File: config.mk
export PLATFORM = sky130hd
export DESIGN_NAME = cgra_config_loader
export DESIGN_NICKNAME = d
export VERILOG_FILES = /design/src/rtl/cgra_pkg.sv /design/src/rtl/config_word_counter.sv /design/src/rtl/cgra_config_loader.sv
export SDC_FILE = /design/constraint.sdc
export NUM_CORES = 2
export LEC_CHECK = 0
export BUFFER_PORTS_ARGS = -buffer_cell sky130_fd_sc_hd__buf_4
export CORE_AREA = 2 2 416 418
export CTS_CLUSTER_DIAMETER = 100
export DETAILED_ROUTE_END_ITERATION = 12
export DIE_AREA = 0 0 418 420
export PLACE_DENSITY = 0.43
export REMOVE_ABC_BUFFERS = 1
export SYNTH_ARGS = -nofsm -noshare
export SYNTH_HDL_FRONTEND = slang
export SYNTH_SLANG_ARGS = --single-unit
export TNS_END_PERCENT = 20
File: constraint.sdc
create_clock -name clk -period 6.1 [get_ports clk]
set_clock_uncertainty 0.2 [all_clocks]
set_input_delay 1.83 -clock clk [delete_from_list [all_inputs] [get_ports clk]]
set_output_delay 1.83 -clock clk [all_outputs]
set_load 0.1 [all_outputs]
File: src/rtl/cgra_pkg.sv
// Shared definitions for the CGRA configuration path: loader states and the
// bus/cell configuration widths used by both the loader and the processing cells.
package cgra_pkg;

    typedef enum logic [1:0] {
        EMPTY = 2'd0,
        LOAD  = 2'd1,
        RUN   = 2'd2
    } loader_state_t;

    localparam int CELL_CONFIG_WIDTH = 64;
    localparam int CFG_BUS_WIDTH     = 32;

endpackage

File: src/rtl/config_word_counter.sv
// Clearable, enable-gated word counter with a terminal-count flag.
// Saturates at MAX_COUNT-1 instead of wrapping; clear has priority over enable.
module config_word_counter #(
    parameter int MAX_COUNT = 32,
    localparam int CW = (MAX_COUNT > 1) ? $clog2(MAX_COUNT) : 1
) (
    input  logic          clk,
    input  logic          rst_n,
    input  logic          clear_i,
    input  logic          en_i,
    output logic [CW-1:0] count_o,
    output logic          tc_o
);

    logic [CW-1:0] count_q;
    logic [CW-1:0] count_d;

    assign tc_o    = (count_q == CW'(MAX_COUNT - 1));
    assign count_o = count_q;

    always_comb begin
        count_d = count_q;
        if (clear_i) begin
            count_d = '0;
        end else if (en_i && !tc_o) begin
            count_d = count_q + 1'b1;
        end
    end

    always_ff @(posedge clk) begin
        if (!rst_n) begin
            count_q <= '0;
        end else begin
            count_q <= count_d;
        end
    end

endmodule

File: src/rtl/cgra_config_loader.sv
// Streams 32-bit configuration words into every cell's config vector and keeps
// the cell array in reset until the final word of a load has been written.
module cgra_config_loader
    import cgra_pkg::*;
#(
    parameter int NUM_CELLS = 16
) (
    input  logic                                 clk,
    input  logic                                 rst_n,
    input  logic                                 cfg_start,
    input  logic [CFG_BUS_WIDTH-1:0]             cfg_din,
    input  logic                                 cfg_din_v,
    output logic                                 cfg_din_r,
    output logic [NUM_CELLS*CELL_CONFIG_WIDTH-1:0] config_bits,
    output logic                                 cells_rst_n,
    output logic                                 cfg_done,
    output logic                                 busy
);

    localparam int NUM_WORDS = NUM_CELLS * CELL_CONFIG_WIDTH / CFG_BUS_WIDTH;
    localparam int CW        = (NUM_WORDS > 1) ? $clog2(NUM_WORDS) : 1;

    loader_state_t state_q, state_d;
    logic busy_q, busy_d;
    logic cellsRstN_q, cellsRstN_d;
    logic cfgDone_q, cfgDone_d;
    logic [NUM_WORDS-1:0][CFG_BUS_WIDTH-1:0] configBits_q;

    logic [CW-1:0] wordCount;
    logic          wordTc;
    logic          wordAccept;

    // A start pulse overrides any handshake in the same cycle, so that word is dropped.
    assign wordAccept = (state_q == LOAD) && cfg_din_v && !cfg_start;

    config_word_counter #(
        .MAX_COUNT (NUM_WORDS)
    ) u_word_counter (
        .clk     (clk),
        .rst_n   (rst_n),
        .clear_i (cfg_start),
        .en_i    (wordAccept),
        .count_o (wordCount),
        .tc_o    (wordTc)
    );

    always_ff @(posedge clk) begin
        if (!rst_n) begin
            state_q     <= EMPTY;
            busy_q      <= 1'b0;
            cellsRstN_q <= 1'b0;
            cfgDone_q   <= 1'b0;
        end else begin
            state_q     <= state_d;
            busy_q      <= busy_d;
            cellsRstN_q <= cellsRstN_d;
            cfgDone_q   <= cfgDone_d;
        end
    end

    always_comb begin
        state_d = state_q;
        unique case (state_q)
            EMPTY:   if (cfg_start) state_d = LOAD;
            LOAD:    if (cfg_start) state_d = LOAD;
                     else if (wordAccept && wordTc) state_d = RUN;
            RUN:     if (cfg_start) state_d = LOAD;
            default: state_d = EMPTY;
        endcase
    end

    // Registered outputs are derived from the next state so they change at the same edge.
    always_comb begin
        cfg_din_r   = (state_q == LOAD);
        busy_d      = (state_d == LOAD);
        cellsRstN_d = (state_d == RUN);
        cfgDone_d   = (state_q == LOAD) && (state_d == RUN);
    end

    always_ff @(posedge clk) begin
        if (!rst_n) begin
            configBits_q <= '0;
        end else if (wordAccept) begin
            configBits_q[wordCount] <= cfg_din;
        end
    end

    assign config_bits = configBits_q;
    assign cells_rst_n = cellsRstN_q;
    assign cfg_done    = cfgDone_q;
    assign busy        = busy_q;

endmodule
==> results.cfg <==
[cts]
cts_max_path_buffers = 3
tritoncts = done
tritoncts_buffers = 121
cts-hold-fix-buffers = 0
cts_post_setup_buffers_inserted = 0
cts-resized-gates = 0
cts.clk_slew.worst_paths_ps = 60
h-tree-depth = 3
cts_num_sinks = 1034
cts.root.buffer_cell = clkbuf_16
clock_latency_ps = 770

[worst_hold_path]
min_path_type = flop to flop
worst_hold_path.num_cells = 2
hp-start = config_bits[507]
capture_endpoint_of_the_worst_hold_path = config_bits[507]

[sta]
final.min_clock_period_ps = 4170
worst_slew_pin_slew_ps = 1142
fmax_mhz = 239.8
timing.final.ws_setup_ps = 1930
unrepaired_setup_endpoints_after_global_routing = no
worst_slew_margin_rel_pct = 23.85
final.setup.tns_ps = 0
slew_viol_final = 0
timing.final.hold_violations = 0
setup_viol = 0
final_min_period_over_clock_period_pct = 68.36

[worst_setup_path]
worst-endpoint-required_ps = 4070
cp_slowest_stage_delay_ps = 480
critPathArrivalTime_ps = 2140
end_kind = primary output
worstSetupPathType = flop to primary output
cp_slowest_cell = nor2b_1
worstPathCellList = nor2b_1 > buf_4
reg2reg_from = u_word_counter.count_o[4]
critPathMaxFanout = 8
reg2regPathDepth = 4
timing.critical_path.from_type = flop
timing.rr.end = config_bits[215]
timing.critical_path.max_delay_family = simple AND/OR/NAND/NOR gates
critPathBufInv = 1
rrSetupSlack_ps = 2830

[job]
drv_cap = 0

[grt]
global_route_wire_length_before_repair_mm = 232.9
overflow = 0
grt_pass1_vias = 27840
grt_start_max_net_pins = 178
antenna_found_initial = 9
grt_usage_pct = 19.02

[pwr]
cellLeakagePower_uw = 0.02595
power_density_nw_per_um2 = 289.7
fin_total_pwr_uw = 14920
ir_drop_uv = 217.3

[routing]
met1Wirelength_mm = 68.76
drt_wl_total_mm = 175.1
postRouteAntennaNets = 0
number_of_vias_per_cell_after_detailed_routing = 4.217
first_iter_violations = 1721
met3WireLength_mm = 8.781
drt_drc_violations_left = 0
vias = 28670
detailroute.wirelength.met2_mm = 91.94
drt_first_pass_iters = 5
wl_per_cell_microns = 25.75
routed.top_layer = met4

[synthesis]
synthesis.area_sq_um = 37600
netlist.top_cell.by_area = dfxtp_1
seq_area_frac_synth_pct = 55.05
avgSynthCellArea_sq_um = 10.66
synth_seq_cells = 1034
post_synth_num_cell_types = 40
post_synth_main_area_contributors = dfxtp_1, mux2i_1, nand2_1, clkbuf_1, buf_6
yosysTopAreaCellShare_pct = 55.05
netlist_instances = 3529
synth-warning-count = 0

[final_layout]
final_design_area_no_fill_sq_um = 51480
final_nets = 4500
layout-drive-gt1-share_pct = 30.81
final.fill_count = 17930
area_growth_pct = 36.90

[placement]
pre_cts_ws_ps = 1426
placement.cell_area_sq_um = 47330
routability_congestion_estimate_from_global_placement = 0.7732
numPortBuffers = 1063
dp_hpwl_mm = 113.3

[die]
row_count = 152
die_width_microns = 418
core_area_sq_um = 171000
design.die.area_sq_um = 175600
pin_count = 1064
initial_core_util_pct = 21.99
die-height_microns = 420

[status]
outcome = complete, no violations
-- cells in the final DEF, fill, tap and decap left out, drive strengths merged --
master,count
ha,5
nand3b,2
nand4,12
or4,1
nand2b,2
and2,1
a211oi,2
and4bb,2
bufinv,10
nor2,2
o31ai,1
and3,1
or3,2
clkinv,31
mux2i,1024
clkinvlp,5
nand2,1062
nor3b,1
nand3,10
nand4b,4
dfxtp,1034
nor3,5
or2b,1
buf,1134
clkbuf,177
diode,3
nor2b,4
nor4,4
a21oi,8
o21ai,4
nand4bb,1
inv,12
-- cells in the mapped netlist, drive strengths merged --
master / instances
nand3b: 2
nor3: 5
nand2: 1062
inv: 7
mux2i: 1024
nand4bb: 1
or3: 2
ha: 5
nand3: 10
nand2b: 2
nand4b: 4
dfxtp: 1034
and3: 1
and2: 1
nor2b: 4
nand4: 12
o31ai: 1
and4bb: 2
buf: 118
nor4: 4
or4: 1
o21ai: 4
a21oi: 8
or2b: 1
nor2: 2
clkbuf: 209
a211oi: 2
nor3b: 1
-- layout make-up --
type,count,area (sq um),area share [%]
clock inverters,51,580.6,1.128
well taps,2233,2794,5.427
multi-input cells,2161,15270,29.65
repair buffers,1134,8546,16.60
flip-flops and latches,1034,20700,40.21
clock buffers,177,3561,6.917
inverters,7,26.28,0.05104
diodes,3,7.507,0.01458
-- through the flow --
step                      hold WS, ps  instances  utilization, %
after floorplan                 291.7       3202               -
after CTS                       257.2       6797           30.11
after global placement          243.1       6569           27.68
final                           255.9       6800           30.11
after global routing            266.4       6797           30.11
after detailed placement        246.5       6569           27.68
-- worst reg2reg max path: stages, from the launching register on --
cell and delay [ps]:
dfxtp_1 530, buf_4 320, nor2_2 660, nand4_4 970
mux2i_1 520
-- flip-flops by register name, summed over array words and instances (netlist names) --
name / count
busy: 1
cells_rst_n: 1
cfg_done: 1
config_bits: 1024
state_q: 2
u_word_counter.count_o: 5
-- per-layer routing --
metal  global-route usage, %  vias to the layer above
met5                       0                        -
met4                   6.890                        0
met3                   3.872                      220
met2                   34.94                      761
met1                   21.55                    14200
li1                        -                    13490
-- report_power, final --
group	internal (uW)	switching [uW]	leakage (uW)
combinational	76.4	494	0.0156
sequential	6760	4.43	0.00833
clock	4460	3120	0.00205
total	11300	3620	0.0260
-- how the worst max path moves through the flow --
stage	depth (start not counted)	slack, ps	to	startpoint
after floorplan	3	800	config_bits[1000]	cfg_start
after global routing	2	1800	cfg_din_r	state_q[0]
after detailed placement	5	1430	config_bits[751]	cfg_start
after CTS	2	1820	cfg_din_r	state_q[0]
after global placement	5	1480	config_bits[755]	cfg_start
final	2	1930	cfg_din_r	state_q[0]
-- kinds of logic (layout without fill, tap and decap cells) --
family,count (synthesis),count (layout),share of synthesized area [%]
AO/OA/AOI/OAI,15,15,0.2196
multiplexers,1024,1024,27.26
AND/OR/NAND/NOR,1117,1117,12.46
flip-flops,1034,1034,55.05
adder cells (fa/ha/maj),5,5,0.1664
buffers and inverters,334,1369,4.848
other,0,3,0
Power figures use the tool's default switching activity.
